--- config.mk ---
export PLATFORM = sky130hd
export DESIGN_NAME = bsd_tap_ctrl_flat
export DESIGN_NICKNAME = d
export VERILOG_FILES = /design/src/rtl/bsd_tap_ctrl_pkg.sv /design/src/rtl/bsd_tap_ctrl_if.sv /design/src/rtl/bsd_tap_ctrl_fsm.sv /design/src/rtl/bsd_tap_ctrl.sv /design/src/flat_wrapper.sv
export SDC_FILE = /design/constraint.sdc
export NUM_CORES = 1
export LEC_CHECK = 0
export CAP_MARGIN = 20
export CORE_MARGIN = 3
export CORE_UTILIZATION = 35
export CTS_CLUSTER_DIAMETER = 60
export DETAILED_ROUTE_END_ITERATION = 12
export PLACE_DENSITY_LB_ADDON = 0.15
export RECOVER_POWER = 25
export SYNTH_ARGS = -nofsm -noshare
export SYNTH_HDL_FRONTEND = slang
export SYNTH_SLANG_ARGS = --single-unit
--- constraint.sdc ---
create_clock -name capture_clk -period 2.3 [get_ports capture_clk]
set_input_delay 0.575 -clock capture_clk [delete_from_list [all_inputs] [get_ports capture_clk]]
set_output_delay 0.575 -clock capture_clk [all_outputs]
set_load 0.02 [all_outputs]
--- src/rtl/bsd_tap_ctrl_pkg.sv ---
// Shared types for the boundary-scan TAP controller: state encoding, opcodes,
// IR capture pattern and the 1149.1 next-state function.
package bsd_tap_ctrl_pkg;

    // Standard 1149.1 state encoding, so tap_state reads like any TAP debugger trace.
    typedef enum logic [3:0] {
        EXIT2_DR         = 4'h0,
        EXIT1_DR         = 4'h1,
        SHIFT_DR         = 4'h2,
        PAUSE_DR         = 4'h3,
        SELECT_IR_SCAN   = 4'h4,
        UPDATE_DR        = 4'h5,
        CAPTURE_DR       = 4'h6,
        SELECT_DR_SCAN   = 4'h7,
        EXIT2_IR         = 4'h8,
        EXIT1_IR         = 4'h9,
        SHIFT_IR         = 4'hA,
        PAUSE_IR         = 4'hB,
        RUN_TEST_IDLE    = 4'hC,
        UPDATE_IR        = 4'hD,
        CAPTURE_IR       = 4'hE,
        TEST_LOGIC_RESET = 4'hF
    } tap_state_t;

    localparam int          OP_IDCODE      = 1;
    localparam logic [1:0]  IR_CAPTURE_LSB = 2'b01;

    function automatic tap_state_t next_state(input tap_state_t s, input logic tms);
        tap_state_t n;
        n = TEST_LOGIC_RESET;
        case (s)
            TEST_LOGIC_RESET: n = tms ? TEST_LOGIC_RESET : RUN_TEST_IDLE;
            RUN_TEST_IDLE:    n = tms ? SELECT_DR_SCAN   : RUN_TEST_IDLE;
            SELECT_DR_SCAN:   n = tms ? SELECT_IR_SCAN   : CAPTURE_DR;
            CAPTURE_DR:       n = tms ? EXIT1_DR         : SHIFT_DR;
            SHIFT_DR:         n = tms ? EXIT1_DR         : SHIFT_DR;
            EXIT1_DR:         n = tms ? UPDATE_DR        : PAUSE_DR;
            PAUSE_DR:         n = tms ? EXIT2_DR         : PAUSE_DR;
            EXIT2_DR:         n = tms ? UPDATE_DR        : SHIFT_DR;
            UPDATE_DR:        n = tms ? SELECT_DR_SCAN   : RUN_TEST_IDLE;
            SELECT_IR_SCAN:   n = tms ? TEST_LOGIC_RESET : CAPTURE_IR;
            CAPTURE_IR:       n = tms ? EXIT1_IR         : SHIFT_IR;
            SHIFT_IR:         n = tms ? EXIT1_IR         : SHIFT_IR;
            EXIT1_IR:         n = tms ? UPDATE_IR        : PAUSE_IR;
            PAUSE_IR:         n = tms ? EXIT2_IR         : PAUSE_IR;
            EXIT2_IR:         n = tms ? UPDATE_IR        : SHIFT_IR;
            UPDATE_IR:        n = tms ? SELECT_DR_SCAN   : RUN_TEST_IDLE;
            default:          n = TEST_LOGIC_RESET;
        endcase
        return n;
    endfunction

endpackage

--- src/rtl/bsd_tap_ctrl_if.sv ---
// Serial scan pins plus the strobes/selects shared with the attached UTDRs.
interface bsd_tap_ctrl_if #(
    parameter int NUM_UTDR = 4
);
    logic                tms;
    logic                tdi;
    logic                tdo;
    logic                tdo_en;
    logic                bsd_capture_en;
    logic                bsd_shift_en;
    logic                bsd_update_en;
    logic [NUM_UTDR-1:0] utdr_tdo;
    logic [NUM_UTDR-1:0] inst_enable;

    modport master (
        output tms, tdi, utdr_tdo,
        input  tdo, tdo_en, bsd_capture_en, bsd_shift_en, bsd_update_en, inst_enable
    );

    modport slave (
        input  tms, tdi, utdr_tdo,
        output tdo, tdo_en, bsd_capture_en, bsd_shift_en, bsd_update_en, inst_enable
    );
endinterface

--- src/rtl/bsd_tap_ctrl_fsm.sv ---
// 16-state TAP FSM with one-hot style decode strobes for the IR/DR datapaths.
module bsd_tap_ctrl_fsm
    import bsd_tap_ctrl_pkg::*;
(
    input  logic       capture_clk,
    input  logic       bsd_reset,
    input  logic       tms,
    output tap_state_t state,
    output logic       is_tlr,
    output logic       going_tlr,
    output logic       is_capture_dr,
    output logic       is_shift_dr,
    output logic       is_update_dr,
    output logic       is_capture_ir,
    output logic       is_shift_ir,
    output logic       is_update_ir
);

    tap_state_t state_nxt;

    always_ff @(posedge capture_clk or negedge bsd_reset) begin
        if (!bsd_reset) state <= TEST_LOGIC_RESET;
        else            state <= state_nxt;
    end

    always_comb begin
        state_nxt = next_state(state, tms);
    end

    always_comb begin
        is_tlr        = (state == TEST_LOGIC_RESET);
        going_tlr     = (state_nxt == TEST_LOGIC_RESET);
        is_capture_dr = (state == CAPTURE_DR);
        is_shift_dr   = (state == SHIFT_DR);
        is_update_dr  = (state == UPDATE_DR);
        is_capture_ir = (state == CAPTURE_IR);
        is_shift_ir   = (state == SHIFT_IR);
        is_update_ir  = (state == UPDATE_IR);
    end

endmodule

--- src/rtl/bsd_tap_ctrl.sv ---
// TAP controller top: IR, BYPASS and IDCODE registers, instruction decode,
// UTDR strobes and the tdo mux.
module bsd_tap_ctrl
    import bsd_tap_ctrl_pkg::*;
#(
    parameter int                  IR_WIDTH   = 4,
    parameter int                  NUM_UTDR   = 4,
    parameter logic [IR_WIDTH-1:0] UTDR_BASE  = 4'h8,
    parameter logic [31:0]         IDCODE_VAL = 32'h0000_0001
) (
    input  logic                capture_clk,
    input  logic                bsd_reset,
    bsd_tap_ctrl_if.slave       tap,
    output logic [IR_WIDTH-1:0] ir_value,
    output logic [3:0]          tap_state
);

    localparam logic [IR_WIDTH-1:0] IR_IDCODE  = IR_WIDTH'(OP_IDCODE);
    localparam logic [IR_WIDTH-1:0] IR_CAPTURE = IR_WIDTH'(IR_CAPTURE_LSB);

    tap_state_t          state;
    logic                is_tlr, going_tlr;
    logic                is_capture_dr, is_shift_dr, is_update_dr;
    logic                is_capture_ir, is_shift_ir, is_update_ir;

    logic [IR_WIDTH-1:0] ir, ir_shift;
    logic                bypass;
    logic [31:0]         idcode_sr;
    logic [NUM_UTDR-1:0] inst_en;
    logic                utdr_sel, idcode_sel;

    bsd_tap_ctrl_fsm u_fsm (
        .capture_clk   (capture_clk),
        .bsd_reset     (bsd_reset),
        .tms           (tap.tms),
        .state         (state),
        .is_tlr        (is_tlr),
        .going_tlr     (going_tlr),
        .is_capture_dr (is_capture_dr),
        .is_shift_dr   (is_shift_dr),
        .is_update_dr  (is_update_dr),
        .is_capture_ir (is_capture_ir),
        .is_shift_ir   (is_shift_ir),
        .is_update_ir  (is_update_ir)
    );

    // IR is also forced on the edge entering TLR, so it reads IDCODE for every cycle spent in TLR.
    always_ff @(posedge capture_clk or negedge bsd_reset) begin
        if (!bsd_reset) begin
            ir        <= IR_IDCODE;
            ir_shift  <= '0;
            bypass    <= 1'b0;
            idcode_sr <= IDCODE_VAL;
        end else begin
            if (is_tlr || going_tlr) ir <= IR_IDCODE;
            else if (is_update_ir)   ir <= ir_shift;

            if (is_capture_ir)    ir_shift <= IR_CAPTURE;
            else if (is_shift_ir) ir_shift <= {tap.tdi, ir_shift[IR_WIDTH-1:1]};

            if (is_capture_dr) begin
                bypass    <= 1'b0;
                idcode_sr <= IDCODE_VAL;
            end else if (is_shift_dr) begin
                bypass    <= tap.tdi;
                idcode_sr <= {tap.tdi, idcode_sr[31:1]};
            end
        end
    end

    // Unlisted opcodes (including all-ones) fall through to BYPASS.
    always_comb begin
        inst_en = '0;
        for (int k = 0; k < NUM_UTDR; k++)
            inst_en[k] = (ir == IR_WIDTH'(int'(UTDR_BASE) + k));
        utdr_sel   = |inst_en;
        idcode_sel = (ir == IR_IDCODE);
    end

    always_comb begin
        tap.inst_enable    = inst_en;
        tap.bsd_capture_en = utdr_sel & (is_capture_dr | is_shift_dr);
        tap.bsd_shift_en   = utdr_sel & is_shift_dr;
        tap.bsd_update_en  = utdr_sel & is_update_dr;
        tap.tdo_en         = is_shift_dr | is_shift_ir;

        tap.tdo = 1'b0;
        if (is_shift_ir)
            tap.tdo = ir_shift[0];
        else if (is_shift_dr) begin
            if (utdr_sel)        tap.tdo = |(inst_en & tap.utdr_tdo);
            else if (idcode_sel) tap.tdo = idcode_sr[0];
            else                 tap.tdo = bypass;
        end
    end

    assign ir_value  = ir;
    assign tap_state = state;

endmodule

--- src/flat_wrapper.sv ---
// flat-port wrapper written by rule: the top's interface ports become plain ports
module bsd_tap_ctrl_flat import bsd_tap_ctrl_pkg::*;
#(
    parameter int                  IR_WIDTH   = 4,
    parameter int                  NUM_UTDR   = 4,
    parameter logic [IR_WIDTH-1:0] UTDR_BASE  = 4'h8,
    parameter logic [31:0]         IDCODE_VAL = 32'h0000_0001
)
  (capture_clk, bsd_reset, ir_value, tap_state, tap_tms, tap_tdi, tap_utdr_tdo, tap_tdo, tap_tdo_en, tap_bsd_capture_en, tap_bsd_shift_en, tap_bsd_update_en, tap_inst_enable);
  bsd_tap_ctrl_if #(.NUM_UTDR(NUM_UTDR)) tap_i ();
  input  logic capture_clk;
  input  logic bsd_reset;
  output logic [IR_WIDTH-1:0] ir_value;
  output logic [3:0] tap_state;
  input wire logic [$bits(tap_i.tms)-1:0] tap_tms;
  input wire logic [$bits(tap_i.tdi)-1:0] tap_tdi;
  input wire logic [$bits(tap_i.utdr_tdo)-1:0] tap_utdr_tdo;
  output wire logic [$bits(tap_i.tdo)-1:0] tap_tdo;
  output wire logic [$bits(tap_i.tdo_en)-1:0] tap_tdo_en;
  output wire logic [$bits(tap_i.bsd_capture_en)-1:0] tap_bsd_capture_en;
  output wire logic [$bits(tap_i.bsd_shift_en)-1:0] tap_bsd_shift_en;
  output wire logic [$bits(tap_i.bsd_update_en)-1:0] tap_bsd_update_en;
  output wire logic [$bits(tap_i.inst_enable)-1:0] tap_inst_enable;
  assign tap_i.tms = tap_tms;
  assign tap_i.tdi = tap_tdi;
  assign tap_i.utdr_tdo = tap_utdr_tdo;
  assign tap_tdo = tap_i.tdo;
  assign tap_tdo_en = tap_i.tdo_en;
  assign tap_bsd_capture_en = tap_i.bsd_capture_en;
  assign tap_bsd_shift_en = tap_i.bsd_shift_en;
  assign tap_bsd_update_en = tap_i.bsd_update_en;
  assign tap_inst_enable = tap_i.inst_enable;
  bsd_tap_ctrl #(.IR_WIDTH(IR_WIDTH), .NUM_UTDR(NUM_UTDR), .UTDR_BASE(UTDR_BASE), .IDCODE_VAL(IDCODE_VAL)) u_core (.capture_clk(capture_clk), .bsd_reset(bsd_reset), .tap(tap_i), .ir_value(ir_value), .tap_state(tap_state));
endmodule
==> key figures, run 1 <==
Timing
  – Worst Max-Slew Pin Slew: 1.080 ns
  – Final WS setup: -0.06137 ns
  – Final setup vio count: 1
  – Fin crit share: 102.7%
  – Post-route setup TNS: -0.06137 ns
  – Tmin final: 2.361 ns
  – RSZ-0062 raised after global routing: true
  – Fin Hold WS: 0.4694 ns
  – Slew Limit Headroom: 27.98%
  – Final hold vios: 0
  – F_max: 423.5 MHz
  – Max Slew Vio Count: 0
  – Final Skew: 0.004967 ns

Place
  – Pre-CTS setup slack: -0.7871 ns
  – Routability Congestion: 0.8309
  – Placed cell count: 255
  – Port Buffers: 24
  – Post-detailed-placement half-perimeter wirelength: 2651 um

Die
  – IO Count: 25
  – Core Region: 4848 um^2
  – Chip height: 77.90 um
  – Die ar.: 6068 um^2
  – Row count: 25
  – Initial Utilization: 37.32%
  – Die width: 77.90 um

Global route
  – Total global-route track usage: 12.25%
  – Global-route wire length before repair: 6058 um
  – Initial antenna violation count: 0
  – Largest net degree at the start of global routing: 32
  – Vias in the first global route: 1,302
  – Total grt overflow: 0

Drt
  – Post-DR wirelength/cell: 14.03 um
  – Residual DRC: 0
  – Iteration-0 DRC count of the detailed router: 91
  – Detail Route Antenna Nets: 0
  – DRT Pass-1 Iters: 4
  – Vias per inst: 5.094
  – Post-Route WL: 3718 um
  – Routed vias: 1,350

Synthesis
  – Mapped Cells: 156
  – Avg Cell Area, Syn: 11.60 um^2
  – Syn_nets: 164
  – Syn. warnings: 0
  – Mapped Area: 1809 um^2
  – Register area share after synthesis: 61.27%
  – FF+latch count, synth: 44
  – XOR/XNOR Fraction of Synth Area: 0%
  – Synth Area in Compound Gates: 22.06%
  – Simple-gate area share of the yosys netlist: 12.52%
  – Post-synthesis cell type count: 24
  – Main combinational cell family by area after synthesis: compound AO/OA/AOI/OAI gates
  – Multiplexer share of the synthesized area: 0.5533%
  – Adder-cell share of the synthesized area: 0%

Worst setup path
  – Data required time at the worst endpoint: 1.73 ns
  – CP Class: input port to output pin
  – Critical-path cell list: clkdlybuf4s50_1, nor2b_4, a2111oi_4, o41ai_4, buf_4
  – Cell at the slowest stage of the critical path: clkdlybuf4s50_1
  – Critical Path AT: 1.79 ns
  – Worst r2r src: u_core.u_fsm.state[1]
  – CP peak stage delay: 0.46 ns
  – Critical path origin: tap_utdr_tdo[0]
  – CP Max Fanout: 1
  – Critical Path End Type: output pin
  – CP Launch Type: input port

Final layout
  – Final Non-Filler Cells: 265
  – Most common cell after layout, fill and taps aside: dfrtp_1
  – Area Overhead vs Synth: 30.57%
  – Ant diodes: 0
  – NumNets Final: 205
  – Most frequent cells in the layout: dfrtp_1 (38), a22o_1 (34), buf_4 (19)
  – Share of layout cells above drive strength 1: 20.71%

Clocking
  – Reg clk slew, reported paths: 0.07 ns
  – CTS Buffer Depth: 2
  – Root Driver: clkbuf_8
  – CTS H-tree depth: 2
  – Clk sinks: 44
  – Skew-Pair Late Insertion Delay: 0.28 ns
  – Num CTS Buffers: 5
  – CTS hold repair buffers: 0
  – CTS tree: yes

Power
  – Pwr dens: 1073 nW/um^2
  – Pwr Total: 0.002534 W
  – Leakage: 1.160 nW
  – Maximum VDD drop: 0.4994 mV

Hold path
  – Type of the most critical hold path: input port to asynchronous set/reset pin

Flow run
  – Max Cap Viol: 0

Outcome
  – Failing checks: setup timing
  – Status: complete, but fails checks
-- where the power goes --
part           internal (W)  switching [W]
clock network      0.000213       0.000224
registers          0.000928       0.000106
logic              0.000470       0.000592
total               0.00161       0.000923
-- registers in the layout, indices dropped and copies added, names as in the netlist --
register and flops:
u_core.idcode_sr 32, u_core.ir_shift 4, u_core.ir_value 4, u_core.u_fsm.state 4
-- stage by stage --
step / utilization, % / cell area (um^2)
after global routing: 48.72 / 2362
final: 48.72 / 2362
after detailed placement: 46.40 / 2250
after CTS: 47.87 / 2321
after global placement: 46.40 / 2250
after floorplan: - / 1828
-- logic make-up after synthesis --
| family | count (synthesis) |
|---|---|
| AOI/OAI and AO/OA | 51 |
| and+or+nand+nor | 45 |
| DFF | 44 |
| buffers and inverters | 15 |
| muxes | 1 |
-- worst max-delay path, delay by kind of cell --
kind | cells | cell delay [ns]
AOI/OAI and AO/OA | 2 | 0.40
buffers and inverters | 2 | 0.65
and+or+nand+nor | 1 | 0.15
-- layout make-up --
class / count / area [um^2]
inverter: 6 / 22.52
sequential: 44 / 1109
multi-input combinational: 97 / 704.4
clock inverter: 1 / 5.005
clock buffer: 7 / 76.32
fill: 458 / 2486
timing repair buffer: 43 / 361.6
tap: 67 / 83.83
-- cells in the mapped netlist --
cell type,instances,area [um^2]
o41ai_1,2,17.52
dfrtp_1,38,950.9
or3_4,1,11.26
nand3_1,4,20.02
nand2_1,11,41.29
a22oi_1,1,7.510
o31ai_1,1,7.510
a2111oi_0,1,8.760
nor2_1,12,45.04
o21ai_0,6,30.03
buf_4,1,7.510
nor2b_1,2,12.51
clkbuf_1,4,15.01
mux2i_1,1,10.01
nand2b_4,1,13.76
and3_1,2,12.51
inv_1,6,22.52
nand2b_1,7,43.79
a21oi_1,6,30.03
dfstp_2,6,157.7
a22o_1,34,297.8
nor4_1,1,6.260
nor3_1,4,20.02
buf_2,4,20.02
-- per-layer routing --
| layer | track usage (%) | part of all wire [%] | vias up |
|---|---|---|---|
| li1 | - | - | 649 |
| met5 | 0 | 0 | - |
| met4 | 2.622 | 0.40 | 0 |
| met3 | 3.944 | 4.1 | 2 |
| met1 | 16.09 | 47 | 670 |
| met2 | 19.86 | 48 | 29 |
-- repair_timing --
| item | CTS | global route |
|---|---|---|
| hold endpoints to repair | 0 | 0 |
| buffers inserted | 0 | 2 |
| endpoints found under the setup margin | 8 | 2 |
| gates cloned | 0 | 0 |
| pin swaps | 0 | 1 |
| resized for setup | 18 | 11 |
-- final timing paths --
path                                        end  slack, ns  cells after the start
max                                     tap_tdo      -0.06                      5
min                        u_core.idcode_sr[28]       0.47                      1
max reg2reg                  u_core.ir_value[3]       0.76                      5
min reg2reg                u_core.idcode_sr[17]       0.49                      1
max in group asynchronous  u_core.idcode_sr[20]       0.72                      2
min in group capture_clk   u_core.idcode_sr[17]       0.49                      1
No activity file was read; power rests on OpenSTA's default activity.
==> run 2, diff against run 1 <==
--- a/config.mk
+++ b/config.mk
@@ -12,6 +12,7 @@
 export DETAILED_ROUTE_END_ITERATION = 12
 export PLACE_DENSITY_LB_ADDON = 0.15
 export RECOVER_POWER = 25
+export SLEW_MARGIN = 30
 export SYNTH_ARGS = -nofsm -noshare
 export SYNTH_HDL_FRONTEND = slang
 export SYNTH_SLANG_ARGS = --single-unit
==> results of run 2 <==
Same layout as run 1: the final DEF is identical, and so are final timing and power.
==> run 3, diff against run 2 <==
--- a/config.mk
+++ b/config.mk
@@ -9,6 +9,7 @@
 export CORE_MARGIN = 3
 export CORE_UTILIZATION = 35
 export CTS_CLUSTER_DIAMETER = 60
+export CTS_CLUSTER_SIZE = 28
 export DETAILED_ROUTE_END_ITERATION = 12
 export PLACE_DENSITY_LB_ADDON = 0.15
 export RECOVER_POWER = 25
==> constraint.sdc (replaced) <==
create_clock -name capture_clk -period 3.1 [get_ports capture_clk]
set_input_delay 0.775 -clock capture_clk [delete_from_list [all_inputs] [get_ports capture_clk]]
set_output_delay 0.775 -clock capture_clk [all_outputs]
set_load 0.02 [all_outputs]
==> run 3 against run 2 <==
  * The flow finishes with violations (capacitance limit, slew limit)
  * Critical endpoint unchanged
  * Worst hold slack improved by 0.027 ns
  * Non-clock buffer count down 17
  * Routed wire length is 4.5% lower
  * Largest cell class unchanged
  * Cell count down 6.4%
==> key figures, run 3 (same netlist as run 1, synthesis figures left out) <==
Outcome
  – Status: complete, but fails checks
  – Failing checks: capacitance limit, slew limit

Die
  – Die ar.: 6068 um^2 (unchanged)
  – IO Count: 25 (unchanged)
  – Row count: 25 (unchanged)
  – Core Region: 4848 um^2 (unchanged)
  – Die width: 77.90 um (unchanged)
  – Initial Utilization: 37.32% (unchanged)
  – Chip height: 77.90 um (unchanged)

Clocking
  – Reg clk slew, reported paths: 0.08 ns (about the same)
  – Clk sinks: 44 (unchanged)
  – Skew-Pair Late Insertion Delay: 0.29 ns (about the same)
  – Post-CTS Setup Repair Bufs: 0 (unchanged)
  – CTS tree: yes
  – Root Driver: clkbuf_8
  – Num CTS Buffers: 5 (unchanged)
  – CTS H-tree depth: 2 (unchanged)
  – CTS Buffer Depth: 2 (unchanged)

Timing
  – Fin crit share: 93.63%
  – Final hold vios: 0 (unchanged)
  – Final setup vio count: 0 (-1)
  – Max Slew Vio Count: 45 (+45)
  – Worst Max-Slew Pin Slew: 2.273 ns (+1.192 ns)
  – RSZ-0062 raised after global routing: false
  – F_max: 344.5 MHz
  – Final Skew: 0.004205 ns (-0.0007618 ns)
  – Final WS setup: 0.1974 ns (+0.2588 ns)
  – Tmin final: 2.903 ns
  – Slew Limit Headroom: -51.51% (-79 points)
  – Fin Hold WS: 0.4966 ns (+0.02717 ns)

Power
  – Pwr dens: 809.9 nW/um^2 (-24%)
  – Leakage: 1.021 nW (-12%)
  – Maximum VDD drop: 0.3957 mV (-21%)

Global route
  – Vias in the first global route: 1,219 (-6.4%)
  – Initial antenna violation count: 0 (unchanged)
  – Global-route wire length before repair: 6189 um (+2.2%)
  – Largest net degree at the start of global routing: 45 (+41%)
  – Total global-route track usage: 12.92% (+0.67 points)
  – Total grt overflow: 0 (unchanged)

Drt
  – Residual DRC: 0 (unchanged)
  – Post-DR wirelength/cell: 14.31 um (+2.0%)
  – DRT Pass-1 Iters: 4 (unchanged)
  – Routed vias: 1,275 (-5.6%)
  – Detail Route Antenna Nets: 0 (unchanged)
  – Iteration-0 DRC count of the detailed router: 52 (-43%)
  – Vias per inst: 5.141 (+0.92%)
  – Post-Route WL: 3549 um (-4.5%)

Hold path
  – WHS Path Cells: 1
  – WHS Endpoint: u_core.idcode_sr[7]
  – Type of the most critical hold path: register to register
  – Hold wc startpoint: u_core.idcode_sr[8]

Final layout
  – Share of layout cells above drive strength 1: 9.945% (-11 points)
  – Finished Core Util: 45.60% (-3.1 points)
  – Most common cell after layout, fill and taps aside: dfrtp_1
  – Most frequent cells in the layout: dfrtp_1 (38), a22o_1 (34), clkdlybuf4s50_1 (22)
  – Area Overhead vs Synth: 22.20%
  – Most flop-heavy register: u_core.idcode_sr
  – # fillers: 434 (-5.2%)
  – Final Non-Filler Cells: 248 (-6.4%)
  – Multi-input gate area: 640.6 um^2 (-9.1%)
  – Max reg flops: 32 (unchanged)
  – Register area: 1109 um^2 (unchanged)
  – Ant diodes: 0 (unchanged)
  – NumNets Final: 188 (-8.3%)

Worst setup path
  – Worst r2r src: u_core.u_fsm.state[1]
  – CP Max Fanout: 1 (unchanged)
  – Critical Path AT: 2.13 ns (+0.34 ns)
  – Delay-heaviest family, CP: buffers and inverters
  – Crit Reg-Reg Endpoint: u_core.ir_value[1]
  – CP Depth: 5 (unchanged)
  – Data required time at the worst endpoint: 2.32 ns (+0.59 ns)
  – Internal reg-to-reg setup slack: 1.60 ns (+0.84 ns)
  – CP peak stage delay: 0.45 ns (about the same)
  – Critical-path cell list: clkdlybuf4s50_1, nor2b_1, a2111oi_0, o41ai_1, dlygate4sd2_1
  – Crit path buf inv count: 2 (unchanged)
  – CP Launch Type: input port
  – CP Class: input port to output pin
  – Worst R2R Path Depth: 4 (-1)
  – Critical Path End Type: output pin
  – Cell at the slowest stage of the critical path: clkdlybuf4s50_1

Place
  – Routability Congestion: 0.7573 (-8.9%)
  – Placed cell count: 240 (-5.9%)
  – Port Buffers: 24 (unchanged)
  – Post-detailed-placement half-perimeter wirelength: 2377 um (-10%)
  – Pre-CTS setup slack: -0.1267 ns (+0.6604 ns)

Flow run
  – Max Cap Viol: 1 (+1)
==> run 3: changes by cell type in the layout (fill, tap and decap cells not counted), moves of 2 or more <==
| cell | previous run | this run |
|---|---|---|
| buf_4 | 19 | 2 |
| o41ai_4 | 2 | 0 |
| clkbuf_2 | 2 | 0 |
| dlymetal6s2s_1 | 3 | 0 |
| o41ai_1 | 0 | 2 |
| dlygate4sd2_1 | 6 | 1 |
| clkdlybuf4s50_1 | 11 | 22 |
==> run 3: metrics by stage <==
stage / instance area [um^2] / total power (W) / setup TNS, ns
3_3_place_gp: 2106 / 0.001381 / -0.07989
4_1_cts: 2212 / 0.001817 / 0
6_report: 2211 / 0.001791 / 0
2_1_floorplan: 1809 / 0.001171 / 0
3_5_place_dp: 2106 / 0.001387 / -0.1267
5_1_grt: 2211 / 0.001910 / 0
==> run 3: power breakdown <==
part	switching (W)	leakage (nW)	internal [W]
clock network	0.000183	0.0552	0.000239
logic	0.000302	0.376	0.000233
registers	0.000143	0.590	0.000691
total	0.000627	1.02	0.00116
==> run 3: repair_timing <==
item	CTS	global route
setup endpoints to repair	1	0
hold buffers	0	0
gates resized for setup	1	0
==> run 3: worst max-delay path by stage <==
stage | to | from | slack [ns]
detailed placement | tap_tdo | tap_utdr_tdo[0] | -0.13
CTS | tap_tdo | tap_utdr_tdo[0] | 0.17
floorplan | tap_tdo | u_core.u_fsm.state[1] | 0.35
global placement | tap_tdo | tap_utdr_tdo[0] | -0.08
global route | tap_tdo | tap_utdr_tdo[3] | 0.07
finish | tap_tdo | tap_utdr_tdo[0] | 0.20
==> run 3: final cells by class <==
class                           instances  share of cell area, %
Tap cell                               67                  3.792
Clock buffer                            6                  3.282
Clock inverter                          2                  1.585
Sequential cell                        44                  50.14
Inverter                                6                  1.019
Timing Repair Buffer                   26                  11.21
Multi-Input combinational cell         97                  28.98
==> run 3: worst register-to-register path, cell delays in order, from the launching register on <==
cell and delay [ns]:
dfstp_2 0.64, nand2b_1 0.15, nor3_1 0.05, o21ai_0 0.38
a22o_1 0.22
==> run 3: per-layer routing <==
layer  up-vias  GRT usage (%)  part of all wire, %
li1        620              -                    -
met4         0          4.720                  1.6
met3         4          3.712                  4.3
met5         -              0                    0
met1       627          17.87                   48
met2        24          19.26                   46
